==> src/rtl/riscv_uop_pkg.sv <==
// Shared micro-op types for the issue/writeback path: completion request record and
// architectural register helpers.
package riscv_uop_pkg;

  localparam logic [4:0] REG_X0 = 5'd0;

  // Bit positions inside the writeback grant vector.
  localparam int GNT_ALU = 0;
  localparam int GNT_LSU = 1;

  typedef struct packed {
    logic        valid;
    logic        writes_rd;
    logic [4:0]  rd;
    logic [31:0] data;
  } wb_req_t;

  // A write to x0 is architecturally a no-op, so it never competes for the port.
  function automatic logic wb_wants_port(wb_req_t req);
    return req.valid && req.writes_rd && (req.rd != REG_X0);
  endfunction

endpackage

==> src/rtl/wb_prio_picker.sv <==
// Combinational LSU-first picker for the ARF write port; the streak-limit flag hands
// one grant to a waiting ALU.
module wb_prio_picker
  import riscv_uop_pkg::*;
(
  input  logic       i_alu_want,
  input  logic       i_lsu_want,
  input  logic       i_streak_max,
  output logic [1:0] o_gnt
);

  always_comb begin
    o_gnt = 2'b00;
    if (i_lsu_want && !(i_alu_want && i_streak_max)) begin
      o_gnt[GNT_LSU] = 1'b1;
    end else if (i_alu_want) begin
      o_gnt[GNT_ALU] = 1'b1;
    end
  end

endmodule

==> src/rtl/wb_retire_arbiter.sv <==
// Arbitrates ALU/LSU completions onto the single ARF write port (1-cycle registered
// write); the loser sees ready low and holds, non-writing results retire at once.
module wb_retire_arbiter
  import riscv_uop_pkg::*;
#(
  parameter int MAX_LSU_STREAK = 3,
  parameter int CNT_W          = 64
) (
  input  logic             clk,
  input  logic             rst_n,
  input  logic             i_alu_valid,
  input  logic             i_alu_writes_rd,
  input  logic [4:0]       i_alu_rd,
  input  logic [31:0]      i_alu_data,
  output logic             o_alu_ready,
  input  logic             i_lsu_valid,
  input  logic             i_lsu_writes_rd,
  input  logic [4:0]       i_lsu_rd,
  input  logic [31:0]      i_lsu_data,
  output logic             o_lsu_ready,
  output logic             o_wb_en,
  output logic [4:0]       o_wb_rd,
  output logic [31:0]      o_wb_data,
  output logic             o_retire_fwd_writes_rd,
  output logic [4:0]       o_retire_fwd_rd,
  output logic [31:0]      o_retire_fwd_data,
  output logic [CNT_W-1:0] o_retired_cnt
);

  localparam int SW = $clog2(MAX_LSU_STREAK + 1);
  localparam logic [SW-1:0] STREAK_LIMIT = SW'(MAX_LSU_STREAK);

  wb_req_t    alu_req, lsu_req;
  logic       alu_want, lsu_want;
  logic [1:0] gnt;

  logic [SW-1:0]    streak_d, streak_q;
  logic             wb_en_d, wb_en_q;
  logic [4:0]       wb_rd_d, wb_rd_q;
  logic [31:0]      wb_data_d, wb_data_q;
  logic [CNT_W-1:0] cnt_d, cnt_q;

  assign alu_req  = '{valid: i_alu_valid, writes_rd: i_alu_writes_rd, rd: i_alu_rd, data: i_alu_data};
  assign lsu_req  = '{valid: i_lsu_valid, writes_rd: i_lsu_writes_rd, rd: i_lsu_rd, data: i_lsu_data};
  assign alu_want = wb_wants_port(alu_req);
  assign lsu_want = wb_wants_port(lsu_req);

  wb_prio_picker u_picker (
    .i_alu_want   (alu_want),
    .i_lsu_want   (lsu_want),
    .i_streak_max (streak_q == STREAK_LIMIT),
    .o_gnt        (gnt)
  );

  // Anything not competing for the port is accepted immediately.
  assign o_alu_ready = !alu_want || gnt[GNT_ALU];
  assign o_lsu_ready = !lsu_want || gnt[GNT_LSU];

  always_comb begin
    streak_d = streak_q;
    if (gnt[GNT_ALU]) begin
      streak_d = '0;
    end else if (gnt[GNT_LSU] && alu_want && (streak_q != STREAK_LIMIT)) begin
      streak_d = streak_q + 1'b1;
    end

    wb_en_d   = gnt[GNT_ALU] || gnt[GNT_LSU];
    wb_rd_d   = wb_rd_q;
    wb_data_d = wb_data_q;
    if (gnt[GNT_LSU]) begin
      wb_rd_d   = lsu_req.rd;
      wb_data_d = lsu_req.data;
    end else if (gnt[GNT_ALU]) begin
      wb_rd_d   = alu_req.rd;
      wb_data_d = alu_req.data;
    end

    cnt_d = cnt_q + CNT_W'(i_alu_valid && o_alu_ready) + CNT_W'(i_lsu_valid && o_lsu_ready);
  end

  always_ff @(posedge clk or negedge rst_n) begin
    if (!rst_n) begin
      streak_q  <= '0;
      wb_en_q   <= 1'b0;
      wb_rd_q   <= '0;
      wb_data_q <= '0;
      cnt_q     <= '0;
    end else begin
      streak_q  <= streak_d;
      wb_en_q   <= wb_en_d;
      wb_rd_q   <= wb_rd_d;
      wb_data_q <= wb_data_d;
      cnt_q     <= cnt_d;
    end
  end

  assign o_wb_en                = wb_en_q;
  assign o_wb_rd                = wb_rd_q;
  assign o_wb_data              = wb_data_q;
  assign o_retire_fwd_writes_rd = wb_en_q;
  assign o_retire_fwd_rd        = wb_rd_q;
  assign o_retire_fwd_data      = wb_data_q;
  assign o_retired_cnt          = cnt_q;

endmodule

==> config.mk <==
export PLATFORM = sky130hd
export DESIGN_NAME = wb_retire_arbiter
export DESIGN_NICKNAME = d
export VERILOG_FILES = /design/src/rtl/riscv_uop_pkg.sv /design/src/rtl/wb_prio_picker.sv /design/src/rtl/wb_retire_arbiter.sv
export SDC_FILE = /design/constraint.sdc
export NUM_CORES = 1
export LEC_CHECK = 0
export ABC_AREA = 1
export BUFFER_PORTS_ARGS = -buffer_cell sky130_fd_sc_hd__buf_2
export CORE_MARGIN = 1
export CORE_UTILIZATION = 54
export DETAILED_ROUTE_END_ITERATION = 12
export PLACE_DENSITY = 0.86
export SLEW_MARGIN = 30
export SYNTH_ARGS = -nofsm -noshare
export SYNTH_HDL_FRONTEND = slang
export SYNTH_HIERARCHICAL = 1
export SYNTH_SLANG_ARGS = --single-unit
export TNS_END_PERCENT = 1
==> constraint.sdc <==
create_clock -name clk -period 4.7 [get_ports clk]
set_clock_uncertainty 0.2 [all_clocks]
set_input_delay 0.235 -clock clk [delete_from_list [all_inputs] [get_ports clk]]
set_output_delay 0.235 -clock clk [all_outputs]
set_load 0.005 [all_outputs]
# After elaboration in Yosys (flattened, before gate mapping)

Cells that the tools add are included.

$add $sub $neg: 3
Multiply operators: 0
Div/mod/pow operators: 0
Order comparisons: 0
Equality and inequality tests: 2
Shifts and indexed selects: 0
Multiplexer cells: 9
Bitwise logic cells: 0
Reductions and logical operators: 20

Operators by type and width:

| operator                                                      | number |
|---|---|
| 64-bit by 1-bit adder with 64-bit output                      | 2 |
| 32-bit 2-to-1 mux                                             | 2 |
| 1-bit logical AND                                             | 10 |
| 5-bit 2-to-1 mux                                              | 2 |
| 5-bit nonzero test                                            | 2 |
| 2-bit 2-to-1 mux                                              | 2 |
| 2-bit nonzero test                                            | 2 |
| 1-bit zero test                                               | 3 |
| 1-bit logical OR                                              | 3 |
| 1-bit 2-to-1 mux                                              | 3 |
| 2-bit by 1-bit adder with 2-bit output, second input constant | 1 |
| 2-bit equality test, second input constant                    | 1 |
| 2-bit != test, second input constant                          | 1 |

Register bits after elaboration: 104
Bits in latches: 0
Bits in writable memories: 0
Memory bits (read-only): 0
Input bits: 80
Output and inout bits: 142
Memories kept: 0

# Logic depth before layout (Yosys ltp)

Depth in word-level cells: 10
Depth in mapped cells: 22
Depth with buffers taken out: 21

# Modules after synthesis

The synthesis kept the hierarchy.

By module, submodules not included:

| module            | instances | cells each | area an instance (µm²) | seq. area each (µm²) |
|---|---|---|---|---|
| wb_retire_arbiter | 1         | 803        | 5,963.2                | 2,602.5 |
| wb_prio_picker    | 1         | 4          | 27.5                   | 0.0 |

# Least setup slack after synthesis

Ideal clock, no wire load.

Path kind: reg-to-reg
Start: reg streak_q[0]
End: reg cnt_q[48] (netlist: o_retired_cnt[48])
Library setup time: 0.118 ns
Data arrival time: 2.792 ns
Data required time: 4.382 ns
Slack: 1.589 ns
Cell stages (with the launch flop): 17
Path buffers: 1
Clock period less this slack: 3.111 ns
Path through: dfrtp_1 -> ha_1 -> a21boi_2 -> inv_2 -> clkbuf_1 -> nand2_1 -> nand2_1 -> fa_1 -> inv_1 -> ha_1 -> inv_2 -> nor2_4 -> nand2_4 -> nor2_4 -> nand3_1 -> nand2_1 -> nand2_1

RTL lines:

| element                                  | RTL line                | source |
|---|---|---|
| start: declaration                       | wb_retire_arbiter.sv:37 | `logic [SW-1:0] streak_d, streak_q;` |
| start signal: assignment                 | wb_retire_arbiter.sv:89 | `streak_q <= streak_d;` |
| 2-bit equality test                      | wb_retire_arbiter.sv:51 | `.i_streak_max (streak_q == STREAK_LIMIT),` |
| 1-bit logical AND                        | wb_prio_picker.sv:14    | `if (i_lsu_want && !(i_alu_want && i_streak_max)) begin` |
| 1-bit zero test                          | wb_prio_picker.sv:14    |  |
| 1-bit logical AND                        | wb_prio_picker.sv:14    |  |
| 1-bit 2-to-1 mux                         | wb_prio_picker.sv:14    |  |
| named net gnt[1]                         | wb_retire_arbiter.sv:35 | `logic [1:0] gnt;` |
| 1-bit logical OR                         | wb_retire_arbiter.sv:57 | `assign o_lsu_ready = !lsu_want \|\| gnt[GNT_LSU];` |
| named net o_lsu_ready                    | wb_retire_arbiter.sv:20 | `output logic o_lsu_ready,` |
| 1-bit logical AND                        | wb_retire_arbiter.sv:78 | `cnt_d = cnt_q + CNT_W'(i_alu_valid && o_alu_ready) + CNT_W'(i_lsu_valid && o_lsu_ready);` |
| 64-bit by 1-bit adder with 64-bit output | wb_retire_arbiter.sv:78 |  |
| named net cnt_d[48]                      | wb_retire_arbiter.sv:41 | `logic [CNT_W-1:0] cnt_d, cnt_q;` |
| end signal: assignment                   | wb_retire_arbiter.sv:93 | `cnt_q <= cnt_d;` |
| end: declaration                         | wb_retire_arbiter.sv:41 |  |

The timed path passes the listed nets, and every way through them passes these cells.
A chain may end at the register's enable or synchronous reset.

# Worst setup path in the final report

Start: in i_lsu_rd[2]
End: reg wb_data_q[20] (netlist: o_retire_fwd_data[20])

Longest elaborated chain between the ends: 5

Ends and longest elaborated chain:

| element                                                 | RTL line                | source |
|---|---|---|
| start: declaration                                      | wb_retire_arbiter.sv:18 | `input logic [4:0] i_lsu_rd,` |
| 5-bit nonzero test (*)                                  | riscv_uop_pkg.sv:20     | `return req.valid && req.writes_rd && (req.rd != REG_X0);` |
| 1-bit logical AND (*)                                   | riscv_uop_pkg.sv:20     |  |
| named net lsu_want                                      | wb_retire_arbiter.sv:34 | `logic alu_want, lsu_want;` |
| 1-bit logical AND (*)                                   | wb_prio_picker.sv:14    |  |
| 1-bit 2-to-1 mux (*)                                    | wb_prio_picker.sv:14    |  |
| named net gnt[1]                                        | wb_retire_arbiter.sv:35 |  |
| 32-bit 2-to-1 mux or 2-bit nonzero test (tied branches) | -                       |  |
| end signal: assignment                                  | wb_retire_arbiter.sv:92 | `wb_data_q <= wb_data_d;` |
| end: declaration                                        | wb_retire_arbiter.sv:40 | `logic [31:0] wb_data_d, wb_data_q;` |

Mark *: on every way through the listed nets, which the timed path passes. The rest lies on a longest branch.

==> results.sh <==
export IMPL_ys_types=28
export IMPL_grt_pass1_wl_mm=33.70
export IMPL_clk_pin_slew_ns=0.10
export IMPL_route_detailed_drc=0
export IMPL_rsz0062_at_grt="false"
export IMPL_place_inst=1121
export IMPL_whs_path_depth=4
export IMPL_globalplace_congestion=0.9601
export IMPL_post_route_period_util=0.7694
export IMPL_clk_latency_ns=0.37
export IMPL_setup_worst_path_end="o_retire_fwd_data[20]"
export IMPL_p_clk_frac=0.277
export IMPL_cts_htree_levels=3
export IMPL_root_buffer="clkbuf_8"
export IMPL_path_class="in -> reg"
export IMPL_r2r_end="o_retire_fwd_data[20]"
export IMPL_dr_pass1_iters=8
export IMPL_cap_violations=0
export IMPL_cts_resized=0
export IMPL_finalCriticalPeriod_ns=3.616
export IMPL_power_per_cell_area_nw_per_um2=283.5
export IMPL_pwr_share_seq=0.478
export IMPL_cts_tree="done"
export IMPL_cp_arrival_ns=3.73
export IMPL_syn_inst=807
export IMPL_grt_max_degree=43
export IMPL_power_switching_mw=0.7128
export IMPL_dp_hpwl_mm=14.46
export IMPL_p_leak_nw=3.992
export IMPL_ys_flop_type="dfrtp_1"
export IMPL_worst_pin_slew_ns=0.9929
export IMPL_clockBufferDepth=2
export IMPL_syn_nets=890
export IMPL_grt_overflow=0
export IMPL_multi_input_area_um2=2844
export IMPL_cp_data_required_time_ns=4.82
export IMPL_placed_cell_area_um2=6987
export IMPL_switching_share=0.3162
export IMPL_nets=1150
export IMPL_area_growth_syn_to_layout_pct=32.77
export IMPL_slew_headroom=0.3373
export IMPL_grt_usage=0.3915
export IMPL_die_h_um=107.3
export IMPL_antennaDiodeCount=0
export IMPL_min_path_type="in -> reg"
export IMPL_fillers=838
export IMPL_startpoint="i_lsu_rd[2]"
export IMPL_wl_mm=21.56
export IMPL_finalSetupTns_ns=0
export IMPL_p_int_mw=1.542
export IMPL_worst_r2r_cell_count=9
export IMPL_hold_viol=0
export IMPL_synth_area_um2=5991
export IMPL_cp_max_fo=38
export IMPL_slew_violations=0
export IMPL_drtAntennaViolNets=0
export IMPL_max_freq_ghz=0.2765
export IMPL_die_area_um2=11520
export IMPL_vdd_drop_max_mv=0.1625
export IMPL_core_rowCount=38
export IMPL_wire_per_inst_um=17.80
export IMPL_cts_inserted_buffers=9
export IMPL_start_util=0.5526
export IMPL_start_kind="input pin"
export IMPL_final_util=0.7337
export IMPL_synth_seq_cells=104
export IMPL_die_w_um=107.3
export IMPL_yosysWarnings=6
export IMPL_cts_sinks=104
export IMPL_async_reset_ff_frac=1.000
export IMPL_first_global_vias=6507
export IMPL_synth_edff_count=0
export IMPL_r2r_slack_ns=1.46
export IMPL_layout_drive_gt1_share=0.2745
export IMPL_status="finished clean"
export IMPL_combPwrFrac=0.246
export IMPL_vias=6648
export IMPL_stdcell_area_um2=7954
export IMPL_end_kind="register"
export IMPL_antenna_found_initial=0
export IMPL_drt_iter0_markers=776
export IMPL_seqCellArea_um2=2603
export IMPL_synth_avg_cell_area_um2=7.423
export IMPL_core_area_um2=10840
export IMPL_io_pin_count=222
export IMPL_timing_rr_start="streak_q[0]"
export IMPL_port_buffers=221
export IMPL_setup_viol=0
export IMPL_ys_seq_area_frac=0.4344
export IMPL_viasPerCell=5.490
export IMPL_final_cells=1211
state kept, by name, summed over array words and instances (netlist names):
name	count
o_retired_cnt	64
streak_q	2
o_retire_fwd_rd	5
o_retire_fwd_data	32
o_retire_fwd_writes_rd	1
synth_stat cells (10+ instances only):
master	n	area, µm²
nor2_1	111	416.7
xnor2_1	20	175.2
buf_4	38	285.3
nand3_1	82	410.4
xor2_1	11	96.34
dfrtp_1	104	2603
nor2_4	10	112.6
inv_1	51	191.4
nand2_2	14	87.58
nand4_1	14	87.58
o21ai_1	15	75.07
nor2_2	18	112.6
nand2_1	277	1040
metrics by stage:
step / hold WS, ns / worst slack (ns) / power (mW)
after floorplan: -0.2606 / 1.589 / 1.324
after global placement: 0.2533 / 1.563 / 1.501
after detailed placement: 0.02627 / 1.414 / 1.514
after CTS: 0.09901 / 1.239 / 2.216
after global routing: 0.1351 / 0.9287 / 2.353
final: 0.1057 / 1.084 / 2.255
worst max-delay path, stage by stage:
cell	delay, ns
dlygate4sd3_1	0.53
buf_2	0.15
nor3_1	0.20
nand2_1	0.07
nand3_1	0.07
inv_1	0.08
a21boi_2	0.18
buf_4	0.29
nor2_2	0.82
buf_4	0.36
nand2_1	0.09
nand3_1	0.10
dlygate4sd3_1	0.56
how the worst min path moves through the flow:
| stage | from | end | slack [ns] |
|---|---|---|---|
| floorplan | rst_n | o_retire_fwd_data[0] | -0.26 |
| global placement | rst_n | o_retire_fwd_data[24] | 0.25 |
| detailed placement | rst_n | o_retire_fwd_data[24] | 0.03 |
| CTS | i_alu_valid | o_retired_cnt[0] | 0.1 |
| global route | i_alu_valid | o_retired_cnt[0] | 0.14 |
| finish | i_alu_valid | o_retired_cnt[0] | 0.11 |
power groups by stage:
stage,Combinational [mW],Clock [mW],Sequential [mW]
3_5_place_dp,0.430,0,1.08
5_1_grt,0.598,0.670,1.08
3_3_place_gp,0.419,0,1.08
2_1_floorplan,0.249,0,1.08
4_1_cts,0.522,0.628,1.07
6_report,0.554,0.624,1.08
kinds of logic (layout without fill, tap and decap cells):
logic type | after synthesis | in the layout | share of synthesized area
AOI/OAI and AO/OA | 26 | 26 | 0.02506
buffers and inverters | 106 | 370 | 0.09127
xor gates and xnor gates | 31 | 31 | 0.04532
and+or+nand+nor | 537 | 537 | 0.3964
adders and majority gates | 3 | 3 | 0.007518
DFF | 104 | 104 | 0.4344
cells in the final DEF (no fill, tap or decap), types with 14 or more instances in the layout:
cell type	instances
nand2_2	14
buf_2	220
nand4_1	14
nor2_1	110
xnor2_1	20
dfrtp_1	104
o21ai_1	15
nand3_1	82
dlygate4sd3_1	75
nand2_1	277
nor2_2	19
inv_1	51
layer usage:
layer  vias up  wire length [µm]  GRT usage
li1       3020                 -          -
met5         -                 0          0
met4         0              1456     0.2456
met1      3070              7887     0.4546
met2       434             10150     0.6452
met3       124              2060     0.1023
area by class of cell:
type	count	area share
Clock buffer	9	0.01557
Clock inverter	6	0.01164
Inverter	53	0.02501
Multi-Input combinational cell	597	0.3576
Sequential cell	104	0.3272
Tap cell	140	0.02202
Timing Repair Buffer	302	0.2410
what timing repair did:
| action | CTS | global route |
|---|---|---|
| endpoints found under the hold margin | 73 | 0 |
| buffers inserted | 0 | 0 |
| setup endpoints to repair | 0 | 0 |
| hold buffers | 75 | 0 |
(Power assumes the default switching activity.)
